==> src/rtl/dds_sweep_if.sv <==
// Configuration handshake, sweep control and DDS control-word bundle for dds_sweep_ctrl.
// master = sequencer host side, slave = dds_sweep_ctrl.
interface dds_sweep_if #(
  parameter int FREQ_WIDTH = 28,
  parameter int DAC_WIDTH  = 12,
  parameter int DIV_WIDTH  = 16
);
  logic                  cfg_valid;
  logic                  cfg_ready;
  logic [FREQ_WIDTH-1:0] cfg_f_start;
  logic [FREQ_WIDTH-1:0] cfg_f_step;
  logic [FREQ_WIDTH-1:0] cfg_f_stop;
  logic [DAC_WIDTH-1:0]  cfg_ampl;
  logic [DIV_WIDTH-1:0]  cfg_dwell;
  logic [DIV_WIDTH-1:0]  cfg_div;
  logic                  cfg_repeat;
  logic                  start;
  logic                  abort;
  logic [FREQ_WIDTH-1:0] Freq_KW;
  logic [DAC_WIDTH-1:0]  Ampl_KW;
  logic                  dds_ce;
  logic                  busy;
  logic                  step_strobe;
  logic                  sweep_done;

  modport master (
    output cfg_valid, cfg_f_start, cfg_f_step, cfg_f_stop, cfg_ampl,
           cfg_dwell, cfg_div, cfg_repeat, start, abort,
    input  cfg_ready, Freq_KW, Ampl_KW, dds_ce, busy, step_strobe, sweep_done
  );

  modport slave (
    input  cfg_valid, cfg_f_start, cfg_f_step, cfg_f_stop, cfg_ampl,
           cfg_dwell, cfg_div, cfg_repeat, start, abort,
    output cfg_ready, Freq_KW, Ampl_KW, dds_ce, busy, step_strobe, sweep_done
  );
endinterface

==> src/rtl/dds_sweep_ctrl.sv <==
// DDS sweep sequencer: captures a sweep config, generates the DDS clock enable and
// steps Freq_KW from f_start toward f_stop with a programmable dwell per step.
module dds_sweep_ctrl #(
  parameter int FREQ_WIDTH = 28,
  parameter int DAC_WIDTH  = 12,
  parameter int DIV_WIDTH  = 16
) (
  input logic        clk,
  input logic        rst_n,
  dds_sweep_if.slave bus
);
  typedef enum logic {IDLE, RUN} state_t;

  state_t                state_q, state_d;
  logic [FREQ_WIDTH-1:0] freq_q, freq_d;
  logic [DAC_WIDTH-1:0]  ampl_q, ampl_d;
  logic                  ce_q, ce_d;
  logic                  busy_q, busy_d;
  logic                  strobe_q, strobe_d;
  logic                  done_q, done_d;
  logic [DIV_WIDTH-1:0]  div_cnt_q, div_cnt_d;
  logic [DIV_WIDTH-1:0]  dwell_cnt_q, dwell_cnt_d;
  logic                  loaded_q, loaded_d;
  logic [FREQ_WIDTH-1:0] f_start_sh_q, f_start_sh_d;
  logic [FREQ_WIDTH-1:0] f_step_sh_q, f_step_sh_d;
  logic [FREQ_WIDTH-1:0] f_stop_sh_q, f_stop_sh_d;
  logic [DAC_WIDTH-1:0]  ampl_sh_q, ampl_sh_d;
  logic [DIV_WIDTH-1:0]  dwell_sh_q, dwell_sh_d;
  logic [DIV_WIDTH-1:0]  div_sh_q, div_sh_d;
  logic                  rep_sh_q, rep_sh_d;

  logic                  cfg_xfer;
  logic [FREQ_WIDTH:0]   sum;

  assign cfg_xfer = bus.cfg_valid && (state_q == IDLE);
  // One extra bit so a wrap past the top of the word is seen as overshooting f_stop.
  assign sum      = {1'b0, freq_q} + {1'b0, f_step_sh_q};

  always_comb begin
    state_d      = state_q;
    freq_d       = freq_q;
    ampl_d       = ampl_q;
    busy_d       = busy_q;
    strobe_d     = 1'b0;
    done_d       = 1'b0;
    dwell_cnt_d  = dwell_cnt_q;
    loaded_d     = loaded_q;
    f_start_sh_d = f_start_sh_q;
    f_step_sh_d  = f_step_sh_q;
    f_stop_sh_d  = f_stop_sh_q;
    ampl_sh_d    = ampl_sh_q;
    dwell_sh_d   = dwell_sh_q;
    div_sh_d     = div_sh_q;
    rep_sh_d     = rep_sh_q;
    ce_d         = (div_cnt_q == div_sh_q);
    div_cnt_d    = (div_cnt_q == div_sh_q) ? '0 : div_cnt_q + 1'b1;

    if (cfg_xfer) begin
      f_start_sh_d = bus.cfg_f_start;
      f_step_sh_d  = bus.cfg_f_step;
      f_stop_sh_d  = bus.cfg_f_stop;
      ampl_sh_d    = bus.cfg_ampl;
      dwell_sh_d   = bus.cfg_dwell;
      div_sh_d     = bus.cfg_div;
      rep_sh_d     = bus.cfg_repeat;
      loaded_d     = 1'b1;
      div_cnt_d    = '0;
    end

    if (bus.abort) begin
      state_d = IDLE;
      freq_d  = '0;
      ampl_d  = '0;
      busy_d  = 1'b0;
    end else begin
      unique case (state_q)
        IDLE: begin
          // A start landing on a config transfer is dropped so it never runs a half-loaded sweep.
          if (bus.start && loaded_q && !cfg_xfer) begin
            state_d     = RUN;
            freq_d      = f_start_sh_q;
            ampl_d      = ampl_sh_q;
            dwell_cnt_d = '0;
            busy_d      = 1'b1;
          end
        end
        RUN: begin
          if (ce_q) begin
            if (dwell_cnt_q != dwell_sh_q) begin
              dwell_cnt_d = dwell_cnt_q + 1'b1;
            end else begin
              dwell_cnt_d = '0;
              if (!sum[FREQ_WIDTH] && (sum[FREQ_WIDTH-1:0] <= f_stop_sh_q)) begin
                freq_d   = sum[FREQ_WIDTH-1:0];
                // A zero step is a constant tone, not a frequency increment.
                strobe_d = (f_step_sh_q != '0);
              end else if (rep_sh_q) begin
                freq_d = f_start_sh_q;
                done_d = 1'b1;
              end else begin
                done_d  = 1'b1;
                state_d = IDLE;
                busy_d  = 1'b0;
              end
            end
          end
        end
        default: state_d = IDLE;
      endcase
    end
  end

  always_ff @(posedge clk) begin
    if (!rst_n) begin
      state_q      <= IDLE;
      freq_q       <= '0;
      ampl_q       <= '0;
      ce_q         <= 1'b0;
      busy_q       <= 1'b0;
      strobe_q     <= 1'b0;
      done_q       <= 1'b0;
      div_cnt_q    <= '0;
      dwell_cnt_q  <= '0;
      loaded_q     <= 1'b0;
      f_start_sh_q <= '0;
      f_step_sh_q  <= '0;
      f_stop_sh_q  <= '0;
      ampl_sh_q    <= '0;
      dwell_sh_q   <= '0;
      div_sh_q     <= '0;
      rep_sh_q     <= 1'b0;
    end else begin
      state_q      <= state_d;
      freq_q       <= freq_d;
      ampl_q       <= ampl_d;
      ce_q         <= ce_d;
      busy_q       <= busy_d;
      strobe_q     <= strobe_d;
      done_q       <= done_d;
      div_cnt_q    <= div_cnt_d;
      dwell_cnt_q  <= dwell_cnt_d;
      loaded_q     <= loaded_d;
      f_start_sh_q <= f_start_sh_d;
      f_step_sh_q  <= f_step_sh_d;
      f_stop_sh_q  <= f_stop_sh_d;
      ampl_sh_q    <= ampl_sh_d;
      dwell_sh_q   <= dwell_sh_d;
      div_sh_q     <= div_sh_d;
      rep_sh_q     <= rep_sh_d;
    end
  end

  assign bus.cfg_ready   = (state_q == IDLE);
  assign bus.Freq_KW     = freq_q;
  assign bus.Ampl_KW     = ampl_q;
  assign bus.dds_ce      = ce_q;
  assign bus.busy        = busy_q;
  assign bus.step_strobe = strobe_q;
  assign bus.sweep_done  = done_q;
endmodule

==> src/flat_wrapper.sv <==
// flat-port wrapper written by rule: the top's interface ports become plain ports
module dds_sweep_ctrl_flat 
#(
  parameter int FREQ_WIDTH = 28,
  parameter int DAC_WIDTH  = 12,
  parameter int DIV_WIDTH  = 16
)
  (clk, rst_n, bus_cfg_valid, bus_cfg_f_start, bus_cfg_f_step, bus_cfg_f_stop, bus_cfg_ampl, bus_cfg_dwell, bus_cfg_div, bus_cfg_repeat, bus_start, bus_abort, bus_cfg_ready, bus_Freq_KW, bus_Ampl_KW, bus_dds_ce, bus_busy, bus_step_strobe, bus_sweep_done);
  dds_sweep_if #(.FREQ_WIDTH(FREQ_WIDTH), .DAC_WIDTH(DAC_WIDTH), .DIV_WIDTH(DIV_WIDTH)) bus_i ();
  input logic clk;
  input logic rst_n;
  input wire logic [$bits(bus_i.cfg_valid)-1:0] bus_cfg_valid;
  input wire logic [$bits(bus_i.cfg_f_start)-1:0] bus_cfg_f_start;
  input wire logic [$bits(bus_i.cfg_f_step)-1:0] bus_cfg_f_step;
  input wire logic [$bits(bus_i.cfg_f_stop)-1:0] bus_cfg_f_stop;
  input wire logic [$bits(bus_i.cfg_ampl)-1:0] bus_cfg_ampl;
  input wire logic [$bits(bus_i.cfg_dwell)-1:0] bus_cfg_dwell;
  input wire logic [$bits(bus_i.cfg_div)-1:0] bus_cfg_div;
  input wire logic [$bits(bus_i.cfg_repeat)-1:0] bus_cfg_repeat;
  input wire logic [$bits(bus_i.start)-1:0] bus_start;
  input wire logic [$bits(bus_i.abort)-1:0] bus_abort;
  output wire logic [$bits(bus_i.cfg_ready)-1:0] bus_cfg_ready;
  output wire logic [$bits(bus_i.Freq_KW)-1:0] bus_Freq_KW;
  output wire logic [$bits(bus_i.Ampl_KW)-1:0] bus_Ampl_KW;
  output wire logic [$bits(bus_i.dds_ce)-1:0] bus_dds_ce;
  output wire logic [$bits(bus_i.busy)-1:0] bus_busy;
  output wire logic [$bits(bus_i.step_strobe)-1:0] bus_step_strobe;
  output wire logic [$bits(bus_i.sweep_done)-1:0] bus_sweep_done;
  assign bus_i.cfg_valid = bus_cfg_valid;
  assign bus_i.cfg_f_start = bus_cfg_f_start;
  assign bus_i.cfg_f_step = bus_cfg_f_step;
  assign bus_i.cfg_f_stop = bus_cfg_f_stop;
  assign bus_i.cfg_ampl = bus_cfg_ampl;
  assign bus_i.cfg_dwell = bus_cfg_dwell;
  assign bus_i.cfg_div = bus_cfg_div;
  assign bus_i.cfg_repeat = bus_cfg_repeat;
  assign bus_i.start = bus_start;
  assign bus_i.abort = bus_abort;
  assign bus_cfg_ready = bus_i.cfg_ready;
  assign bus_Freq_KW = bus_i.Freq_KW;
  assign bus_Ampl_KW = bus_i.Ampl_KW;
  assign bus_dds_ce = bus_i.dds_ce;
  assign bus_busy = bus_i.busy;
  assign bus_step_strobe = bus_i.step_strobe;
  assign bus_sweep_done = bus_i.sweep_done;
  dds_sweep_ctrl #(.FREQ_WIDTH(FREQ_WIDTH), .DAC_WIDTH(DAC_WIDTH), .DIV_WIDTH(DIV_WIDTH)) u_core (.clk(clk), .rst_n(rst_n), .bus(bus_i));
endmodule
==> config.mk <==
export PLATFORM = sky130hd
export DESIGN_NAME = dds_sweep_ctrl_flat
export DESIGN_NICKNAME = d
export VERILOG_FILES = /design/src/rtl/dds_sweep_if.sv /design/src/rtl/dds_sweep_ctrl.sv /design/src/flat_wrapper.sv
export SDC_FILE = /design/constraint.sdc
export NUM_CORES = 1
export LEC_CHECK = 0
export CAP_MARGIN = 20
export CELL_PAD_IN_SITES_DETAIL_PLACEMENT = 0
export CELL_PAD_IN_SITES_GLOBAL_PLACEMENT = 1
export CORE_MARGIN = 2
export CORE_UTILIZATION = 30
export DETAILED_ROUTE_END_ITERATION = 12
export PLACE_DENSITY = 0.69
export SLEW_MARGIN = 5
export SYNTH_ARGS = -nofsm -noshare
export SYNTH_HDL_FRONTEND = slang
export SYNTH_SLANG_ARGS = --single-unit
export TNS_END_PERCENT = 1
==> constraint.sdc <==
create_clock -name clk -period 5.98 [get_ports clk]
set_input_delay 0.598 -clock clk [delete_from_list [all_inputs] [get_ports clk]]
set_output_delay 0.598 -clock clk [all_outputs]
set_load 0.05 [all_outputs]
==> impl_metrics.sql <==
INSERT INTO impl_metrics (metric_group, metric, value, unit) VALUES
('power_and_ir_drop', 'power.leakage', '5.32', 'nW'),
('global_routing', 'first_global_vias', '9561', ''),
('timing', 'tns', '0', 'ns'),
('floorplanning', 'floorplan.initialDensity', '0.302', ''),
('final_layout', 'final_cell_mix', '358 x nand2_1, 213 x a21oi_1, 207 x dfxtp_1, 178 x clkdlybuf4s50_1, 59 x nor2_1', ''),
('clocking', 'ctsHoldBuffers', '0', ''),
('global_routing', 'grt_start_max_net_pins', '86', ''),
('clocking', 'clock_tree.root_cell', 'clkbuf_16', ''),
('worst_setup_path', 'timing.critical_path.buf_inv', '0', ''),
('worst_setup_path', 'critical_path.max_stage_delay', '0.83', 'ns'),
('worst_setup_path', 'crit_path_start_kind', 'flop', ''),
('floorplanning', 'die_area', '0.0371', 'mm²'),
('worst_setup_path', 'timing.critical_path.mode_cell', 'ha_1', ''),
('timing', 'slew_limit_fails', '0', ''),
('route', 'drtPass1Iterations', '5', ''),
('final_layout', 'finalNonFillerCells', '1978', ''),
('worst_setup_path', 'required_worst_endpoint', '6.44', 'ns'),
('place', 'portBuffers', '178', ''),
('route', 'vias_per_cell', '5.01', ''),
('final_layout', 'layout-drive-gt1-share', '0.0653', ''),
('clocking', 'clock_sinks', '207', ''),
('synthesis', 'number_of_flops_mapped_to_enable_cells_by_yosys', '0', ''),
('floorplanning', 'fp.dieH', '193', 'µm'),
('power_and_ir_drop', 'max-vdd-ir-drop', '0.000213', 'V'),
('synthesis', 'post_synth_instance_area', '0.0107', 'mm²'),
('power_and_ir_drop', 'powerDensity', '260', 'mW/mm²'),
('place', 'place.detailed.instances', '1930', ''),
('timing', 'final_min_period_over_clock_period', '0.906', ''),
('final_layout', 'utilization', '0.389', ''),
('place', 'hpwlAfterDp', '25.7', 'mm'),
('final_layout', 'multi_input_comb_area', '0.00604', 'mm²'),
('clocking', 'path_clk_slew', '0.06', 'ns'),
('final_layout', 'finish.net_count', '1690', ''),
('route', 'num_vias', '9909', ''),
('synthesis', 'postSynthNetCount', '1546', ''),
('timing', 'fmaxAchievable', '185', 'MHz'),
('status', 'status', 'completed', ''),
('route', 'detailedRoute.firstIterationViolations', '672', ''),
('timing', 'maxSlewHeadroom', '0.343', ''),
('synthesis', 'synth-warning-count', '0', ''),
('floorplanning', 'floorplan.io_pins', '179', ''),
('synthesis', 'share_of_synthesized_area_occupied_by_flip_flops_and_latches', '0.388', ''),
('timing', 'final_hold_viol_count', '0', ''),
('timing', 'timing.final.setup_violations', '0', ''),
('global_routing', 'grt_overflow_total', '0', ''),
('clocking', 'h-tree-depth', '1', ''),
('worst_setup_path', 'critical_path.cell_chain', 'ha_1 -> a211oi_1 -> nor2_1 -> a2111oi_4 -> o31ai_4 -> a31o_1 -> or4_1 -> and2_1 -> ha_1 -> nand4_1 -> nor4_1 -> a22o_1 -> and3_1 -> a211o_1 -> a21oi_1 -> a311oi_2', ''),
('global_routing', 'groute.usage.overall', '0.181', ''),
('global_routing', 'antenna_violations_before_repair', '3', ''),
('final_layout', 'syn_to_final_growth', '28.8', '%'),
('clocking', 'cts_inserted_buffers', '26', ''),
('synthesis', 'postSynthCellCount', '1353', ''),
('clocking', 'postCtsSetupRepairBufs', '0', ''),
('timing', 'clock-skew-final', '0.00955', 'ns'),
('synthesis', 'post_synth_num_cell_types', '74', ''),
('synthesis', 'xor_and_xnor_fraction_of_the_mapped_netlist_area', '0.0590', ''),
('synthesis', 'ys_async_sr_fraction', '0', ''),
('synthesis', 'synth_ff_type', 'dfxtp_1', ''),
('floorplanning', 'die_width', '193', 'µm'),
('final_layout', 'sequential_cell_area', '0.00414', 'mm²'),
('worst_setup_path', 'delay_heaviest_family_cp', 'compound AO/OA/AOI/OAI gates', ''),
('route', 'routed_wirelength', '34.3', 'mm'),
('synthesis', 'compound_gate_portion_of_the_synthesized_area', '0.202', ''),
('synthesis', 'synthMuxAreaShare', '0.00281', ''),
('synthesis', 'synth_top_family_by_area', 'simple AND/OR/NAND/NOR gates', ''),
('floorplanning', 'coreArea', '0.0353', 'mm²'),
('clocking', 'postcts_resize_cnt', '0', ''),
('worst_setup_path', 'crit_path_end_kind', 'flop', ''),
('worst_setup_path', 'arrival', '5.87', 'ns'),
('timing', 'final_period_minus_worst_setup_slack', '5.42', 'ns'),
('global_routing', 'grt_first_pass_wirelength', '52.4', 'mm');
## power by group
group	leakage, nW	switching [mW]	internal (mW)
Combinational	3.18	0.255	0.199
Sequential	1.69	0.0450	1.44
Clock	0.449	0.633	1.01
## synth_stat cells, types with 3 or more instances
library cell / instances / area, µm²
a21oi_1: 213 / 1070
a311oi_2: 17 / 255
and3_1: 11 / 68.8
xnor2_1: 22 / 193
nor3_1: 10 / 50.1
xor2_1: 50 / 438
inv_1: 51 / 191
a211o_1: 3 / 26.3
o21a_1: 7 / 52.6
clkbuf_1: 59 / 221
nand4_1: 24 / 150
or4_1: 4 / 30.0
or3_1: 9 / 56.3
a31oi_1: 4 / 25.0
ha_1: 58 / 726
and4_1: 3 / 26.3
mux2i_1: 3 / 30.0
nor2_1: 61 / 229
o21bai_1: 4 / 30.0
nand3_1: 26 / 130
a21o_1: 12 / 90.1
nand2_1: 359 / 1350
nor2b_1: 4 / 25.0
nand2b_1: 3 / 18.8
a311oi_1: 5 / 43.8
a211oi_1: 10 / 75.1
a211oi_2: 4 / 50.1
o21ai_0: 20 / 100
o211ai_1: 5 / 37.5
dfxtp_1: 207 / 4140
buf_6: 3 / 33.8
and2_1: 7 / 43.8
buf_4: 3 / 22.5
nor4_1: 17 / 106
buf_2: 7 / 35.0
## sequential cells by signal, summed over array words and instances (netlist names)
signal,count
u_core.ampl_sh_q,12
u_core.bus.Ampl_KW,12
u_core.bus.Freq_KW,28
u_core.bus.busy,1
u_core.bus.dds_ce,1
u_core.bus.step_strobe,1
u_core.bus.sweep_done,1
u_core.div_cnt_q,16
u_core.div_sh_q,16
u_core.dwell_cnt_q,16
u_core.dwell_sh_q,16
u_core.f_start_sh_q,28
u_core.f_step_sh_q,28
u_core.f_stop_sh_q,28
u_core.loaded_q,1
u_core.rep_sh_q,1
u_core.state_q,1
## per-stage QoR
step	cell area, µm²	hold slack, ns	setup WS [ns]
detailed placement	12800	0.443	0.661
finish	13800	0.450	0.564
global placement	12800	0.438	0.765
floorplan	10700	0.432	1.11
CTS	13700	0.447	0.605
global route	13700	0.467	0.264
## worst reg2reg max path, delay by kind of cell, from the launching register on
family | cells | cell delay [ns]
flops | 1 | 0.42
compound gates | 8 | 2.74
fa+ha+maj | 2 | 0.57
simple gates | 6 | 1.60
## final cells by class
class,count,area share
inverter,52,0.0144
tap,461,0.0419
clock inverter,12,0.0124
clock buffer,35,0.0541
antenna,1,0.000182
sequential,207,0.301
timing repair buffer,189,0.136
multi-input combinational,1021,0.440
## cells by family after synthesis
family,Yosys count
mux,3
buf+inv,125
xor+xnor,72
compound gates,334
fa+ha+maj,59
simple gates,553
flops,207
## layer usage
layer,wire length (µm),track usage
met3,1880,0.0278
met2,16400,0.314
met1,15300,0.235
met4,750,0.0411
met5,33,0
## final timing paths
path,cells after the start,endpoint,startpoint,slack [ns]
min,2,u_core.bus.Ampl_KW[10],u_core.ampl_sh_q[10],0.45
min reg2reg,2,u_core.bus.Ampl_KW[10],u_core.ampl_sh_q[10],0.45
max reg2reg,16,u_core.bus.Freq_KW[4],u_core.bus.Freq_KW[1],0.56
max,16,u_core.bus.Freq_KW[4],u_core.bus.Freq_KW[1],0.56
Power figures use the tool's default switching activity.
